===== src/rtl/multicycle_controller.sv =====
// ----------------------------------------------------------------------------
// multicycle_controller
//
// Purpose:
//   Moore-style control FSM for a multicycle MIPS datapath. It steps one
//   instruction through FETCH, DECODE and a short opcode-specific tail of
//   states. The decoded control lines drive the PC enable and next-PC source,
//   instruction-register capture, memory strobes, register-file write and the
//   ALU operand/operation selects. Memory accesses in FETCH, MEMRD and MEMWR
//   hold until mem_ready, so the PC only advances when a fetch completes.
//
// Ports:
//   clk         in   1  rising-edge clock
//   rst         in   1  synchronous active-high reset
//   opcode      in   6  instruction bits [31:26] from the instruction register
//   zero        in   1  ALU zero flag, used by BRANCH
//   mem_ready   in   1  memory completes the current access this cycle
//   pc_en       out  1  PC load enable
//   pc_src      out  2  next-PC select (00 ALU, 01 ALU-out, 10 jump target)
//   iord        out  1  memory address select (0 PC, 1 ALU-out)
//   mem_read    out  1  memory read strobe
//   mem_write   out  1  memory write strobe
//   ir_write    out  1  instruction-register capture
//   reg_write   out  1  register-file write
//   reg_dst     out  1  write register select (0 rt, 1 rd)
//   mem_to_reg  out  1  write-data select (0 ALU-out, 1 memory data)
//   alu_src_a   out  1  ALU A select (0 PC, 1 register A)
//   alu_src_b   out  2  ALU B select (00 B, 01 four, 10 imm, 11 imm<<2)
//   alu_op      out  2  ALU operation (00 add, 01 sub, 10 funct decode)
//   illegal_op  out  1  unsupported opcode seen in DECODE
//   state       out  4  current state encoding, for debug
// ----------------------------------------------------------------------------
module multicycle_controller (
  input  logic       clk,
  input  logic       rst,
  input  logic [5:0] opcode,
  input  logic       zero,
  input  logic       mem_ready,
  output logic       pc_en,
  output logic [1:0] pc_src,
  output logic       iord,
  output logic       mem_read,
  output logic       mem_write,
  output logic       ir_write,
  output logic       reg_write,
  output logic       reg_dst,
  output logic       mem_to_reg,
  output logic       alu_src_a,
  output logic [1:0] alu_src_b,
  output logic [1:0] alu_op,
  output logic       illegal_op,
  output logic [3:0] state
);

  // Supported opcodes.
  localparam logic [5:0] OP_RTYPE = 6'h00;
  localparam logic [5:0] OP_J     = 6'h02;
  localparam logic [5:0] OP_BEQ   = 6'h04;
  localparam logic [5:0] OP_ADDI  = 6'h08;
  localparam logic [5:0] OP_LW    = 6'h23;
  localparam logic [5:0] OP_SW    = 6'h2B;

  // Operand / operation select encodings.
  localparam logic [1:0] PCSRC_ALU    = 2'b00;
  localparam logic [1:0] PCSRC_ALUOUT = 2'b01;
  localparam logic [1:0] PCSRC_JUMP   = 2'b10;

  localparam logic [1:0] SRCB_REG  = 2'b00;
  localparam logic [1:0] SRCB_FOUR = 2'b01;
  localparam logic [1:0] SRCB_IMM  = 2'b10;
  localparam logic [1:0] SRCB_IMM4 = 2'b11;

  localparam logic [1:0] ALUOP_ADD   = 2'b00;
  localparam logic [1:0] ALUOP_SUB   = 2'b01;
  localparam logic [1:0] ALUOP_FUNCT = 2'b10;

  // State encodings are visible on the debug port, so they are fixed.
  typedef enum logic [3:0] {
    FETCH   = 4'd0,
    DECODE  = 4'd1,
    MEMADR  = 4'd2,
    MEMRD   = 4'd3,
    MEMWB   = 4'd4,
    MEMWR   = 4'd5,
    EXECUTE = 4'd6,
    ALUWB   = 4'd7,
    BRANCH  = 4'd8,
    JUMP    = 4'd9,
    ADDIEX  = 4'd10,
    ADDIWB  = 4'd11
  } state_e;

  state_e state_q;
  state_e state_d;

  // The state register is the only storage in the controller. Reset wins
  // over any pending handshake and always returns to FETCH.
  always_ff @(posedge clk) begin
    if (rst) begin
      state_q <= FETCH;
    end else begin
      state_q <= state_d;
    end
  end

  // Next-state logic. The opcode is only looked at in DECODE and MEMADR,
  // where the instruction register is guaranteed stable. Unsupported
  // opcodes fall back to FETCH, dropping the instruction, and any of the
  // unused codes 12-15 also recover to FETCH.
  always_comb begin
    state_d = FETCH;
    case (state_q)
      FETCH: begin
        if (mem_ready) begin
          state_d = DECODE;
        end else begin
          state_d = FETCH;
        end
      end
      DECODE: begin
        case (opcode)
          OP_LW,
          OP_SW:    state_d = MEMADR;
          OP_RTYPE: state_d = EXECUTE;
          OP_BEQ:   state_d = BRANCH;
          OP_J:     state_d = JUMP;
          OP_ADDI:  state_d = ADDIEX;
          default:  state_d = FETCH;
        endcase
      end
      MEMADR: begin
        if (opcode == OP_LW) begin
          state_d = MEMRD;
        end else begin
          state_d = MEMWR;
        end
      end
      MEMRD: begin
        if (mem_ready) begin
          state_d = MEMWB;
        end else begin
          state_d = MEMRD;
        end
      end
      MEMWB:   state_d = FETCH;
      MEMWR: begin
        if (mem_ready) begin
          state_d = FETCH;
        end else begin
          state_d = MEMWR;
        end
      end
      EXECUTE: state_d = ALUWB;
      ALUWB:   state_d = FETCH;
      BRANCH:  state_d = FETCH;
      JUMP:    state_d = FETCH;
      ADDIEX:  state_d = ADDIWB;
      ADDIWB:  state_d = FETCH;
      default: state_d = FETCH;
    endcase
  end

  // Output decode. Everything defaults to 0 and each state raises only
  // what it needs. While rst is high the whole block is held at 0 so no
  // strobe, PC load or IR capture can slip out during reset, even though
  // state_q itself only changes on the next edge. The PC/IR loads in FETCH
  // and the branch PC load follow mem_ready/zero in the same cycle, which
  // keeps a stalled fetch from advancing the PC.
  always_comb begin
    pc_en      = 1'b0;
    pc_src     = PCSRC_ALU;
    iord       = 1'b0;
    mem_read   = 1'b0;
    mem_write  = 1'b0;
    ir_write   = 1'b0;
    reg_write  = 1'b0;
    reg_dst    = 1'b0;
    mem_to_reg = 1'b0;
    alu_src_a  = 1'b0;
    alu_src_b  = SRCB_REG;
    alu_op     = ALUOP_ADD;
    illegal_op = 1'b0;
    if (!rst) begin
      case (state_q)
        FETCH: begin
          mem_read  = 1'b1;
          iord      = 1'b0;
          alu_src_a = 1'b0;
          alu_src_b = SRCB_FOUR;
          alu_op    = ALUOP_ADD;
          pc_src    = PCSRC_ALU;
          ir_write  = mem_ready;
          pc_en     = mem_ready;
        end
        DECODE: begin
          alu_src_a = 1'b0;
          alu_src_b = SRCB_IMM4;
          alu_op    = ALUOP_ADD;
          case (opcode)
            OP_LW, OP_SW, OP_RTYPE, OP_BEQ, OP_J, OP_ADDI: illegal_op = 1'b0;
            default:                                       illegal_op = 1'b1;
          endcase
        end
        MEMADR: begin
          alu_src_a = 1'b1;
          alu_src_b = SRCB_IMM;
          alu_op    = ALUOP_ADD;
        end
        MEMRD: begin
          mem_read = 1'b1;
          iord     = 1'b1;
        end
        MEMWB: begin
          reg_write  = 1'b1;
          reg_dst    = 1'b0;
          mem_to_reg = 1'b1;
        end
        MEMWR: begin
          mem_write = 1'b1;
          iord      = 1'b1;
        end
        EXECUTE: begin
          alu_src_a = 1'b1;
          alu_src_b = SRCB_REG;
          alu_op    = ALUOP_FUNCT;
        end
        ALUWB: begin
          reg_write  = 1'b1;
          reg_dst    = 1'b1;
          mem_to_reg = 1'b0;
        end
        BRANCH: begin
          alu_src_a = 1'b1;
          alu_src_b = SRCB_REG;
          alu_op    = ALUOP_SUB;
          pc_src    = PCSRC_ALUOUT;
          pc_en     = zero;
        end
        JUMP: begin
          pc_src = PCSRC_JUMP;
          pc_en  = 1'b1;
        end
        ADDIEX: begin
          alu_src_a = 1'b1;
          alu_src_b = SRCB_IMM;
          alu_op    = ALUOP_ADD;
        end
        ADDIWB: begin
          reg_write  = 1'b1;
          reg_dst    = 1'b0;
          mem_to_reg = 1'b0;
        end
        default: begin
          pc_en = 1'b0;
        end
      endcase
    end
  end

  // Debug view of the state, masked to 0 during reset like every output.
  always_comb begin
    state = rst ? 4'd0 : state_q;
  end

endmodule


===== config.mk =====
export PLATFORM = sky130hd
export DESIGN_NAME = multicycle_controller
export DESIGN_NICKNAME = d
export VERILOG_FILES = /design/src/rtl/multicycle_controller.sv
export SDC_FILE = /design/constraint.sdc
export NUM_CORES = 1
export LEC_CHECK = 0
export ABC_AREA = 1
export CELL_PAD_IN_SITES_DETAIL_PLACEMENT = 1
export CELL_PAD_IN_SITES_GLOBAL_PLACEMENT = 1
export CORE_AREA = 2 2 51 53
export CTS_CLUSTER_SIZE = 25
export DETAILED_ROUTE_END_ITERATION = 8
export DIE_AREA = 0 0 53 55
export PLACE_DENSITY = 0.86
export SYNTH_ARGS = -nofsm -noshare
export SYNTH_HDL_FRONTEND = slang
export SYNTH_SLANG_ARGS = --single-unit

===== constraint.sdc =====
create_clock -name clk -period 2.19 [get_ports clk]
set_input_delay 0.438 -clock clk [delete_from_list [all_inputs] [get_ports clk]]
set_output_delay 0.438 -clock clk [all_outputs]
set_load 0.005 [all_outputs]

# [Word-level counts from Yosys, hierarchy flattened]
# Cells that the tools add are included.
[op_classes] n_eq_ne=16 mux=34 reduce_logical=9
[op_table] op="$pmux 4 s7" count=1
[op_table] op="$mux 1" count=21
[op_table] op="$pmux 4 s5" count=1
[op_table] op="$eq 4x3->1 const B" count=4
[op_table] op="$eq 4x4->1 const B" count=4
[op_table] op="$eq 6x6->1 const B" count=2
[op_table] op="$mux 3" count=3
[op_table] op="$eq 4x2->1 const B" count=2
[op_table] op="$pmux 2 s2" count=2
[op_table] op="$reduce_or 2->1" count=4
[op_table] op="$eq 6x2->1 const B" count=1
[op_table] op="$eq 6x3->1 const B" count=1
[op_table] op="$eq 6x4->1 const B" count=1
[op_table] op="$logic_not 6->1" count=1
[op_table] op="$mux 2" count=3
[op_table] op="$pmux 2 s3" count=1
[op_table] op="$reduce_or 6->1" count=1
[op_table] op="$eq 4x1->1 const B" count=1
[op_table] op="$logic_not 4->1" count=1
[op_table] op="$mux 4" count=1
[op_table] op="$reduce_or 4->1" count=1
[op_table] op="$pmux 1 s3" count=1
[op_table] op="$reduce_or 3->1" count=1
[totals] reg_bits=4 inputBits=10 out_inout_bits=20

# [Longest topological paths before layout]
[logic_depth] ltp_word=5 mapped_depth=8 mapped_depth_nobuf=8

# [Worst setup path after synthesis]
# Ideal clock, no wire load.
[synth_path] path_type="input-to-output" start="in rst" end="out pc_en" t_arrival_ps=1033 required_ps=1752 slack_ps=719 path_stages=4 path_buffers=1 cell_sequence="buf_2 nor4_2 nor2_1 nand2_1"
[synth_via] elab_chain_len=1
[synth_rtl] item="start: declaration" line="35" source="input logic rst,"
[synth_rtl] item="$mux 1" line="183" source="if (!rst) begin"
[synth_rtl] item="end: declaration" line="39" source="output logic pc_en,"
# No other way between the ends.

# [Final worst setup path]
[layout_path] start="reg state_q[3]" end="out pc_en"
[layout_via] elab_chain_len=3
[layout_rtl] item="start: declaration" line="93" source="state_e state_q;"
[layout_rtl] item="start signal: assignment" line="102" source="state_q <= state_d;"
[layout_rtl] item="$eq 4x4->1 / $logic_not 4->1 (equally long branches)" line="184" source="case (state_q)"
[layout_rtl] item="$pmux 1 s3 *" line="184"
[layout_rtl] item="$mux 1 *" line="183"
# Every way passes the cells marked *; elsewhere a longest branch is shown, timed or not.

==> reports/qor_table.md <==
| Quantity | Reported | Unit |
|:---|:---|:---|
| Run status | finished clean | - |
| Die outline width | 53 | um |
| Die outline area | 2920 | sq um |
| CTS clock-pin slew for the worst setup and hold paths | 0.04 | ns |
| CTS Buffer Depth | 2 | - |
| Fraction of layout instances using a drive strength above 1 | 0.286 | - |
| Yosys top cell by area | nor2_1 | - |
| H-tree depth | 1 | - |
| Number of sinks handled by clock tree synthesis | 4 | - |
| Synthesis-to-finish area growth | 108 | % |
| Half-perimeter wire length after detailed placement | 1680 | um |
| Initial antenna violation count | 0 | - |
| Met2 WL post-DR | 1140 | um |
| Gr ovfl total | 0 | - |
| Number of synthesis warnings | 0 | - |
| Fin. max-slew vios | 0 | - |
| TritonCTS Buffers | 3 | - |
| Maximum resistive drop on vdd | 0.210 | mV |
| Total track usage | 0.161 | - |
| Largest net degree at the start of global routing | 11 | - |
| Final cell utilization of the core | 0.460 | - |
| Endpoint arrival time on the critical path | 1.71 | ns |
| Slew margin rel. | 0.836 | - |
| Detailed-route wire length on metal 1 | 847 | um |
| Minimum setup slack in the final design | 0.0460 | ns |
| Antenna Cells | 0 | - |
| Number of placed I/O pins | 30 | - |
| Count of mapped cells out of synthesis | 109 | - |
| Max capacitance violation total | 0 | - |
| Wire length reported by the detailed router | 2100 | um |
| Clock latency reported for the late side of the worst-skew pair | 0.23 | ns |
| Met3 wire length | 96 | um |
| Power density over the cells | 249 | nW/um^2 |
| Post-Synthesis Net Count | 119 | - |
| Worst-case hold slack | 0.682 | ns |
| Vias | 872 | - |
| Crit Path Class | flip-flop to primary output | - |
| Biggest register | state_q | - |
| Final weighted congestion of routability-driven global placement | 0.881 | - |
| Final hold vios | 0 | - |
| Post-synthesis cell type count | 18 | - |
| Pre-CTS setup slack | -0.284 | ns |
| Post-synthesis cell area | 524 | sq um |
| Detail Route Antenna Nets | 0 | - |
| Flip-flop and latch count after synthesis | 4 | - |
| Avg WL per Cell | 11.0 | um |
| Number of flip-flops under the largest register name | 4 | - |
| Number of buffer and inverter stages on the critical path | 2 | - |
| Clock tree root driver cell | clkbuf_4 | - |
| Crit-path slowest cell | clkdlybuf4s50_1 | - |
| Worst Setup End Kind | primary output | - |
| Placement Rows | 18 | - |
| Shortest period the worst path allows | 2.14 | ns |
| Number of port buffers | 29 | - |
| Average cell area after synthesis | 4.81 | sq um |
| Max Freq | 466 | MHz |
| Largest cells by area after synthesis | nor2_1 27%, nand2_1 22%, dfxtp_1 15% | - |
| Chip height | 55 | um |
| Worst hold path type | flip-flop to flip-flop | - |
| Top sig layer | met4 | - |
| # hold bufs at CTS | 0 | - |
| Synth top area share | 0.272 | - |
| Required time of the worst setup path | 1.75 | ns |
| Delay-heaviest family, CP | buffers and inverters | - |
| Core area | 2360 | sq um |
| Clock tree from TritonCTS | done | - |
| Delay of the slowest cell on the worst path | 0.49 | ns |
| Count of nets after finishing | 173 | - |
| Largest fanout on the critical path | 5 | - |
| Share of the cycle needed by the critical path after routing | 0.979 | - |
| Unrepaired setup endpoints after global routing | true | - |
| Total leakage power | 0.578 | nW |
| Transition time of the tightest slew-check pin | 0.243 | ns |
| Biggest regs | state_q x4 | - |
| Maximum clock skew at final layout | 0.000195 | ns |
| Via density | 4.57 | - |
| First-iteration detailed-routing DRC count | 2 | - |
| Sequential fraction of the synthesis area | 0.153 | - |
| Remaining routing DRC violations | 0 | - |
| Number of global-route vias before repair | 880 | - |
| Crit path cell chain | inv_2 > nor2_2 > nand2_2 > nor2_2 > nand2_1 > nand2_1 > clkdlybuf4s50_1 | - |
| CP Launch Type | flip-flop | - |
| Iteration count of the initial detailed-routing pass | 2 | - |
| Global-route wire length before repair | 3500 | um |
| Final Setup Violations | 0 | - |
| Effective utilization at floorplan | 0.222 | - |
-- stage by stage --
stage	total power [mW]	setup TNS, ns	instance area [sq um]	cells
2_1_floorplan	0.110	0	524	109
5_1_grt	0.298	-0.110	1090	191
6_report	0.272	0	1090	191
3_3_place_gp	0.167	-0.963	948	180
4_1_cts	0.277	0	1050	191
3_5_place_dp	0.170	-1.27	948	180
-- worst reg2reg max path, stage by stage, from the launching register on --
cell     delay [ns]
dfxtp_4        0.37
nor2_2         0.19
nand3_1        0.12
buf_4          0.15
buf_4          0.11
buf_4          0.12
buf_4          0.12
buf_4          0.12
buf_4          0.12
buf_4          0.11
buf_4          0.12
buf_4          0.12
nand2_1        0.05
nor2_1         0.04
a21oi_1        0.12
-- synth_stat cells --
master and number:
buf_2 1, a21oi_1 4, nor3_1 3, nor4_1 1, inv_2 2, nand3_1 6, nand3_2 1, nor4_2 1
nor2_2 2, nand2_2 1, buf_1 1, o21ai_0 2, nand4_1 1, dfxtp_1 4, inv_1 9, nand2_1 31
nor2_1 38, a31oi_1 1
-- what timing repair did --
action	4_1_cts	5_1_grt
setup endpoints to repair	17	11
gates resized for setup	11	17
gates cloned	0	0
buffers inserted	8	0
pin swaps	1	1
-- worst paths after layout --
check | start | to | slack [ns] | cells past startpoint
max | state_q[3] | pc_en | 0.05 | 7
max reg2reg | state_q[1] | state_q[0] | 0.15 | 14
min reg2reg | state_q[2] | state_q[3] | 0.68 | 3
min | state_q[2] | state_q[3] | 0.68 | 3
-- cells by family (layout without fill, tap and decap cells) --
| group | count (synthesis) | after routing | synth area share |
|---|---|---|---|
| AO/OA/AOI/OAI | 7 | 7 | 0.0692 |
| flip-flops | 4 | 4 | 0.153 |
| AND/OR/NAND/NOR | 85 | 85 | 0.683 |
| buffers and inverters | 13 | 65 | 0.0955 |
-- routing by layer --
metal,vias up,global-route usage
met5,-,0
met3,2,0.0349
li1,447,-
met2,20,0.338
met1,403,0.152
met4,0,0.0598
-- layout make-up --
cell class	instances	area (sq um)
clock buffers	3	22.5
fillers	325	1280
inverters	11	41.3
multi-input cells	92	433
flip-flops and latches	4	88.8
well taps	30	37.5
repair buffers	51	465
-- cell usage in the layout (no fill, tap or decap), types with 2 or more instances in the layout --
cell type and instances:
a21oi_1 4, buf_4 22, clkbuf_4 3, clkdlybuf4s50_1 19, dfxtp_4 2, dlygate4sd2_1 4, dlymetal6s2s_1 6, inv_1 7
inv_2 4, nand2_1 30, nand2_2 2, nand3_1 6, nor2_1 31, nor2_2 8, nor3_1 2, o21ai_0 2
-- where the power goes --
| part | internal [mW] | switching, mW |
|---|---|---|
| Clock | 0.0611 | 0.0276 |
| Combinational | 0.0606 | 0.0455 |
| Sequential | 0.0728 | 0.00398 |
| Total | 0.195 | 0.0770 |
Power figures use the tool's default switching activity.
